`src/rtl/dmem_arb_pkg.sv`:
```
// Shared types and constants for the two-port data-memory arbiter.
// Port 0 is the processor load/store path, port 1 the loader/debug requester.
package dmem_arb_pkg;

  localparam int DEF_ADDR_W = 12;
  localparam int DEF_DATA_W = 32;

  localparam logic PORT_CPU = 1'b0;
  localparam logic PORT_AUX = 1'b1;

  typedef enum logic [1:0] {
    IDLE  = 2'd0,
    ISSUE = 2'd1,
    RESP  = 2'd2
  } arb_state_e;

endpackage : dmem_arb_pkg

```
`src/rtl/dmem_arbiter_rr_pick2.sv`:
```
// Combinational two-way winner select for dmem_arbiter.
// Define DMEM_ARB_FIXED_PRIORITY_EN for fixed priority (port 0 wins ties); default is round-robin.
module rr_pick2
  import dmem_arb_pkg::*;
(
  input  logic i_req0,
  input  logic i_req1,
  input  logic i_last_owner,
  output logic o_valid,
  output logic o_grant
);

  assign o_valid = i_req0 | i_req1;

`ifdef DMEM_ARB_FIXED_PRIORITY_EN
  logic w_unused_last_owner;

  // The processor port always wins; history is irrelevant in this mode.
  assign w_unused_last_owner = i_last_owner;
  assign o_grant = (i_req0) ? PORT_CPU : (i_req1 ? PORT_AUX : PORT_CPU);
`else
  // On a tie the port that was not served last wins.
  assign o_grant = (i_req0 && i_req1) ? ~i_last_owner
                 : (i_req1 ? PORT_AUX : PORT_CPU);
`endif

endmodule : rr_pick2

```
`src/rtl/dmem_arbiter.sv`:
```
// Shares a single-ported, 1-cycle-latency data memory between two req/ack ports.
// Winner policy is set by DMEM_ARB_FIXED_PRIORITY_EN inside rr_pick2 (undefined = round-robin).
module dmem_arbiter
  import dmem_arb_pkg::*;
#(
  parameter int ADDR_W = dmem_arb_pkg::DEF_ADDR_W,
  parameter int DATA_W = dmem_arb_pkg::DEF_DATA_W
) (
  input  logic              clock,
  input  logic              reset,
  input  logic              req0,
  input  logic              we0,
  input  logic [ADDR_W-1:0] addr0,
  input  logic [DATA_W-1:0] wdata0,
  input  logic              req1,
  input  logic              we1,
  input  logic [ADDR_W-1:0] addr1,
  input  logic [DATA_W-1:0] wdata1,
  output logic              ack0,
  output logic [DATA_W-1:0] rdata0,
  output logic              ack1,
  output logic [DATA_W-1:0] rdata1,
  output logic [ADDR_W-1:0] mem_addr,
  output logic [DATA_W-1:0] mem_data,
  output logic              mem_wren,
  input  logic [DATA_W-1:0] mem_q,
  output logic              busy,
  output logic              owner
);

  arb_state_e        r_state;
  arb_state_e        w_state_nxt;
  logic              r_owner;
  logic              r_we;
  logic [ADDR_W-1:0] r_addr;
  logic [DATA_W-1:0] r_wdata;
  logic              w_req_valid;
  logic              w_grant;
  logic              w_take;

  rr_pick2 u_pick (
    .i_req0       (req0),
    .i_req1       (req1),
    .i_last_owner (r_owner),
    .o_valid      (w_req_valid),
    .o_grant      (w_grant)
  );

  assign w_take = (r_state == IDLE) && w_req_valid;

  // NOTE: sequential state uses non-blocking assignments so every flop samples pre-edge values.
  always_ff @(posedge clock or negedge reset) begin
    if (!reset) begin
      r_state <= IDLE;
    end else begin
      r_state <= w_state_nxt;
    end
  end

  // NOTE: every always_comb output gets a default first, so no path leaves it unassigned (no latch).
  always_comb begin
    w_state_nxt = r_state;
    unique case (r_state)
      IDLE:    if (w_req_valid) w_state_nxt = ISSUE;
      ISSUE:   w_state_nxt = RESP;
      RESP:    w_state_nxt = IDLE;
      default: w_state_nxt = IDLE;
    endcase
  end

  // Request fields are captured once in IDLE; requesters may change them afterwards.
  always_ff @(posedge clock or negedge reset) begin
    if (!reset) begin
      r_owner <= PORT_CPU;
      r_we    <= 1'b0;
      r_addr  <= '0;
      r_wdata <= '0;
    end else if (w_take) begin
      r_owner <= w_grant;
      r_we    <= (w_grant == PORT_AUX) ? we1    : we0;
      r_addr  <= (w_grant == PORT_AUX) ? addr1  : addr0;
      r_wdata <= (w_grant == PORT_AUX) ? wdata1 : wdata0;
    end
  end

  // Outputs decode only from state and latched fields, never from live inputs.
  always_comb begin
    busy     = (r_state != IDLE);
    owner    = r_owner;
    mem_addr = r_addr;
    mem_data = r_wdata;
    mem_wren = (r_state == ISSUE) && r_we;
    ack0     = (r_state == RESP) && (r_owner == PORT_CPU);
    ack1     = (r_state == RESP) && (r_owner == PORT_AUX);
    rdata0   = ack0 ? mem_q : '0;
    rdata1   = ack1 ? mem_q : '0;
  end

endmodule : dmem_arbiter
```
`config.mk`:
```
export PLATFORM = sky130hd
export DESIGN_NAME = dmem_arbiter
export DESIGN_NICKNAME = d
export VERILOG_FILES = /design/src/rtl/dmem_arb_pkg.sv /design/src/rtl/dmem_arbiter_rr_pick2.sv /design/src/rtl/dmem_arbiter.sv
export SDC_FILE = /design/constraint.sdc
export NUM_CORES = 1
export LEC_CHECK = 0
export ABC_AREA = 1
export CAP_MARGIN = 20
export CORE_ASPECT_RATIO = 1.4
export CORE_MARGIN = 1
export CORE_UTILIZATION = 30
export CTS_CLUSTER_SIZE = 10
export DETAILED_ROUTE_END_ITERATION = 8
export DONT_BUFFER_PORTS = 1
export GPL_ROUTABILITY_DRIVEN = 0
export GPL_TIMING_DRIVEN = 0
export PLACE_DENSITY = 0.52
export SYNTH_ARGS = -nofsm -noshare
export SYNTH_HDL_FRONTEND = slang
export SYNTH_SLANG_ARGS = --single-unit
```
`constraint.sdc`:
```
create_clock -name clock -period 2.35 [get_ports clock]
set_input_delay 0.1175 -clock clock [delete_from_list [all_inputs] [get_ports clock]]
set_output_delay 0.1175 -clock clock [all_outputs]
set_load 0.03 [all_outputs]
```
==> results.cfg, run 1 <==
[layout]
final_layout_size_suffix_gt1_share_pct = 8.17
area_delta_synth_final_pct = 11.3
instances_no_fill = 649
fin_nets = 639
diodes = 0

[logic_synthesis]
postSynthAreaPerCell_sq_um = 6.24
synthArstFlopShare_pct = 100
syn_nets = 630
synth_top_family_by_area = simple AND/OR/NAND/NOR gates
synth_mux_area_share_pct = 0
synth_xor_area_share_pct = 0
synth.most_common_cell = nand2_1
synth_flop_cell = dfrtp_1
synthCells = 504
netlist.area_leader.share_pct = 38.2
yosysUniqueCellTypes = 18
synth_top_cell_by_area = dfrtp_1
synthAdderAreaFrac_pct = 0
yosys-top-cells-count = nand2_1 (136), inv_1 (125), nand3_1 (91)
ys_seq_area_share_pct = 38.2
yosysWarnings = 0
syn_area_sq_um = 3140
synth-compound-area-share_pct = 0.438
synthTopCellsByArea = dfrtp_1 (38%), nand2_1 (16%), inv_1 (15%)
synth_edf_count = 0
synth-simple-area-share_pct = 40.6
ys_ff_latch = 48

[status]
status = completed

[timing]
finalHoldViolations = 0
fin_tns_setup_ps = 0
relSlewSlack_pct = 53.0
tightest_slew_ps = 702
finalMaxSlewViolations = 0
rsz0062_at_grt = false
max_clock_freq_ghz = 0.458
clock_skew_ps = 3.86
setup_violations = 0
post-route-period-util_pct = 93.0
fin_crit_ps = 2190

[routing]
viasPerCell = 4.76
wl_mm = 10.2
drt_first_pass_iters = 4
ant_nets = 0
vias = 3088
wire_per_inst_microns = 15.7
drt-initial-drc-count = 140
drc = 0

[power]
p_int_w = 0.00217
switching_share_pct = 56.0
vdd.ir_drop.worst_mv = 0.526
powerDensity_nw_per_um2 = 1410
clockPowerShare_pct = 14.7
p_switching_w = 0.00276
p_seq_share_pct = 48.0
power_frac_comb_pct = 37.3
power.leakage_nw = 2.21

[clock_network]
htreeDepth = 2
cts_buffers = 5
cts.sinks = 48
cts_setup_buffers = 0
worstSkewPairLatency_ps = 290
cts_tree = built
clk_pin_slew_worst_paths_ps = 60
cts-root-buf = clkbuf_16
clockBufferDepth = 2

[worst_setup_path]
crit_required_ps = 2230
cp_slowest_cell = dfrtp_1
crit_arrival_ps = 2070
critPathMaxStageDelay_ps = 660
crit_path_start_kind = flop
cp-end-kind = output pin
cp_top_family = simple AND/OR/NAND/NOR gates
crit_chain = nand3_1 -> buf_2 -> nor2_1
path_buf_inv = 1
path_class = flop to output pin
critPathMaxFanout = 10

[die]
design.core.area_sq_um = 10100
die_x_microns = 88.5
num_io_pins = 239
dieArea_sq_um = 10900
rows = 43
start_util_pct = 31.3
chipHeight_microns = 123

[grt]
first_global_vias = 2906
antenna_found_initial = 0
grt_max_degree = 49
grt_use_total_pct = 18.3
grt_pass1_wl_mm = 15.0
overflow = 0

[place]
port_buffers = 0
hpwl_mm = 7.86
place_inst = 639

[worst_hold_path]
hold_class = input pin to flop

[flow_run]
cap_violations = 0
-- layer usage --
metal	global-route usage (%)	share of wire (%)	wire [microns]	vias up
met5	0	0	0	-
met4	5.75	1.4	144	0
met3	4.07	7.0	708	8
met2	34.4	54	5540	171
met1	20.0	37	3790	1434
li1	-	-	-	1475
-- cell usage in the layout, fill, tap and decap left out --
| cell type | instances |
|---|---|
| nand2_4 | 1 |
| clkbuf_16 | 5 |
| dlygate4sd3_1 | 1 |
| clkbuf_8 | 1 |
| nand3b_1 | 1 |
| nand2_1 | 136 |
| o21ai_2 | 1 |
| and3_1 | 1 |
| buf_4 | 6 |
| nand3_1 | 91 |
| dfrtp_1 | 48 |
| nand2_2 | 2 |
| buf_16 | 1 |
| inv_2 | 1 |
| nor2_2 | 2 |
| nor2_1 | 65 |
| nor2_8 | 1 |
| buf_6 | 4 |
| buf_2 | 17 |
| clkbuf_1 | 3 |
| inv_1 | 125 |
| o21ai_1 | 1 |
-- stage by stage --
stage | instance area, sq um | setup WS (ps) | hold WS, ps | power (W) | utilization [%]
floorplan | 3140 | 841 | -178 | 0.00376 | -
global placement | 3310 | 421 | -177 | 0.00419 | 32.9
detailed placement | 3310 | 376 | -177 | 0.00423 | 32.9
CTS | 3500 | 57.8 | 29.6 | 0.00500 | 34.8
global route | 3500 | 59.8 | 41.1 | 0.00530 | 34.8
finish | 3500 | 165 | 36.0 | 0.00493 | 34.8
-- power by group through the flow --
| stage | logic (W) | registers (W) | clock network, W |
|---|---|---|---|
| after floorplan | 0.00151 | 0.00225 | 0 |
| after global placement | 0.00181 | 0.00238 | 0 |
| after detailed placement | 0.00185 | 0.00238 | 0 |
| after CTS | 0.00187 | 0.00238 | 0.000752 |
| after global routing | 0.00211 | 0.00241 | 0.000778 |
| final | 0.00184 | 0.00237 | 0.000727 |
-- sequential cells by signal, indices dropped and copies added (netlist names) --
name      count
mem_data     32
mem_addr     12
r_state       2
owner         1
r_we          1
-- worst register-to-register path: stages (launching register included) --
cell,delay [ps]
dfrtp_1,660
nand2_2,290
nand2_4,240
buf_6,170
nand2_1,60
nand3_1,70
nand2_1,50
-- timing repair --
item | in CTS | in global routing
resized for setup | 0 | 1
endpoints found under the hold margin | 48 | 0
setup endpoints to repair | 0 | 1
hold buffers | 2 | 0
-- cells by family (layout without fill, tap and decap cells) --
group / Yosys count / after routing
flip-flops: 48 / 48
buffers and inverters: 154 / 164
AO/OA/AOI/OAI: 2 / 2
AND/OR/NAND/NOR: 300 / 300
-- area by class of cell --
type / instances / area [sq um]
Buffer: 28 / 179
Clock buffer: 8 / 146
Fill cell: 1112 / 6560
Inverter: 126 / 473
Multi-Input combinational cell: 302 / 1290
Sequential cell: 48 / 1200
Tap cell: 135 / 169
Timing Repair Buffer: 2 / 37.5
-- final timing paths --
kind | slack [ps] | from | cells past startpoint | endpoint
max | 160 | owner | 3 | rdata1[14]
min | 40 | wdata0[0] | 4 | mem_data[0]
max reg2reg | 690 | owner | 6 | mem_data[17]
min reg2reg | 470 | r_we | 2 | r_we
max in group asynchronous | 1740 | reset | 2 | mem_data[29]
min in group asynchronous | 350 | reset | 2 | mem_data[12]
Note: power is estimated with default switching activity, not from simulation.
==> inputs of run 2 (changes only) <==
--- a/config.mk
+++ b/config.mk
@@ -15,7 +15,9 @@
 export DONT_BUFFER_PORTS = 1
 export GPL_ROUTABILITY_DRIVEN = 0
 export GPL_TIMING_DRIVEN = 0
-export PLACE_DENSITY = 0.52
+export PLACE_DENSITY = 0.42
+export SKIP_CTS_REPAIR_TIMING = 1
+export SLEW_MARGIN = 20
 export SYNTH_ARGS = -nofsm -noshare
 export SYNTH_HDL_FRONTEND = slang
 export SYNTH_SLANG_ARGS = --single-unit
==> results.cfg, run 2 (synthesized netlist as in run 1, its figures left out) <==
[layout]
final_layout_size_suffix_gt1_share_pct = 7.99
area_delta_synth_final_pct = 10.8
diodes = 0
instances_no_fill = 648
fillCellCount = 1143
fin_nets = 639
largest_reg_flops = 32
most-common-layout-cells = nand2_1 (136), inv_1 (125), nand3_1 (91)
final_common_cell = nand2_1
postLayoutCoreUtil_pct = 34.6
fin_area_sq_um = 3480

[die]
num_io_pins = 239
die_x_microns = 88.5
design.core.area_sq_um = 10100
rows = 43
start_util_pct = 31.3
chipHeight_microns = 123
dieArea_sq_um = 10900

[routing]
drc = 0
drt-initial-drc-count = 107
ant_nets = 0
wl_mm = 10.1
drt_first_pass_iters = 5
wire_per_inst_microns = 15.7
vias = 3057
viasPerCell = 4.72

[power]
powerDensity_nw_per_um2 = 1400
power.leakage_nw = 2.20
vdd.ir_drop.worst_mv = 0.462

[worst_setup_path]
crit_path_start_kind = flop
rr_startpoint = owner
rrSetupSlack_ps = 740
rr_worst_depth = 6
critPathMaxFanout = 10
crit_required_ps = 2230
path_class = flop to output pin
r2r_end = mem_data[0]
crit_arrival_ps = 2110
cp-end-kind = output pin

[timing]
tightest_slew_ps = 775
setup_violations = 0
clock_skew_ps = 6.52
max_clock_freq_ghz = 0.449
finalHoldViolations = 0
rsz0062_at_grt = true
relSlewSlack_pct = 48.1
post-route-period-util_pct = 94.9
finalMaxSlewViolations = 0
fin_crit_ps = 2230

[flow_run]
cap_violations = 0

[status]
status = completed

[grt]
grt_use_total_pct = 18.5
antenna_found_initial = 0
grt_pass1_wl_mm = 14.8
use_met1_pct = 20.2
busiest_layer = met2
grt_use_met3_pct = 6.94
grt_max_degree = 49
overflow = 0
grtUsageMet2_pct = 33.1
first_global_vias = 2732

[clock_network]
cts_tree = built
htreeDepth = 2
worstSkewPairLatency_ps = 290
cts.sinks = 48
cts_buffers = 5
clockBufferDepth = 2
cts-root-buf = clkbuf_16
clk_pin_slew_worst_paths_ps = 70

[worst_hold_path]
hold_class = input pin to flop
worstHoldPathCells = 4
min_from = wdata0[7]
hold_path_end = mem_data[7]

[place]
hpwl_mm = 8.01
place_inst = 639
port_buffers = 0
placed_cell_area_sq_um = 3310
run 2: changes by cell type in the layout (fill, tap and decap cells not counted), sizes merged:
| cell | delta |
|---|---|
| clkinv | +1 |
| clkbuf | -2 |
run 2: through the flow:
step / power (W) / hold WS, ps / TNS (ps) / setup WS, ps
floorplan: 0.00376 / -178 / 0 / 841
global placement: 0.00421 / -177 / 0 / 434
detailed placement: 0.00424 / -177 / 0 / 396
CTS: 0.00496 / -498 / 0 / 73.6
global route: 0.00527 / 39.1 / -39.0 / -20.1
finish: 0.00489 / 30.6 / 0 / 121
run 2: layout make-up:
| cell class | instances | area [sq um] | share of cell area, % |
|---|---|---|---|
| inverter | 126 | 473 | 13.6 |
| sequential | 48 | 1200 | 34.5 |
| multi-input combinational | 302 | 1290 | 37.1 |
| clock buffer | 6 | 129 | 3.70 |
| clock inverter | 1 | 5.00 | 0.144 |
| timing repair buffer | 2 | 37.5 | 1.08 |
| tap | 135 | 169 | 4.85 |
| buffer | 28 | 179 | 5.13 |
run 2: report_power, final:
group          leakage (nW)  internal (W)  total (W)  switching [W]
logic                  1.55      0.000510    0.00183        0.00132
registers             0.582       0.00124    0.00236        0.00112
clock network        0.0667      0.000388   0.000694       0.000307
total                  2.20       0.00213    0.00489        0.00275
run 2: routing by layer:
metal  vias to the layer above  routed length, microns
li1                       1477                       -
met1                      1412                    3890
met2                       160                    5200
met3                         8                     957
met4                         0                     109
met5                         -                       0
run 2: worst max-delay path: stages (launching register included):
cell     delay, ps
dfrtp_1        640
nand3_1        300
buf_2          260
nor2_1         600
run 2: how the worst max path moves through the flow:
stage | start | depth (start not counted) | slack, ps | endpoint
after floorplan | owner | 3 | 840 | rdata0[22]
after global placement | owner | 3 | 430 | rdata1[19]
after detailed placement | owner | 3 | 400 | rdata1[19]
after CTS | owner | 3 | 70 | rdata1[19]
after global routing | owner | 3 | -20 | rdata1[20]
final | owner | 3 | 120 | rdata1[21]
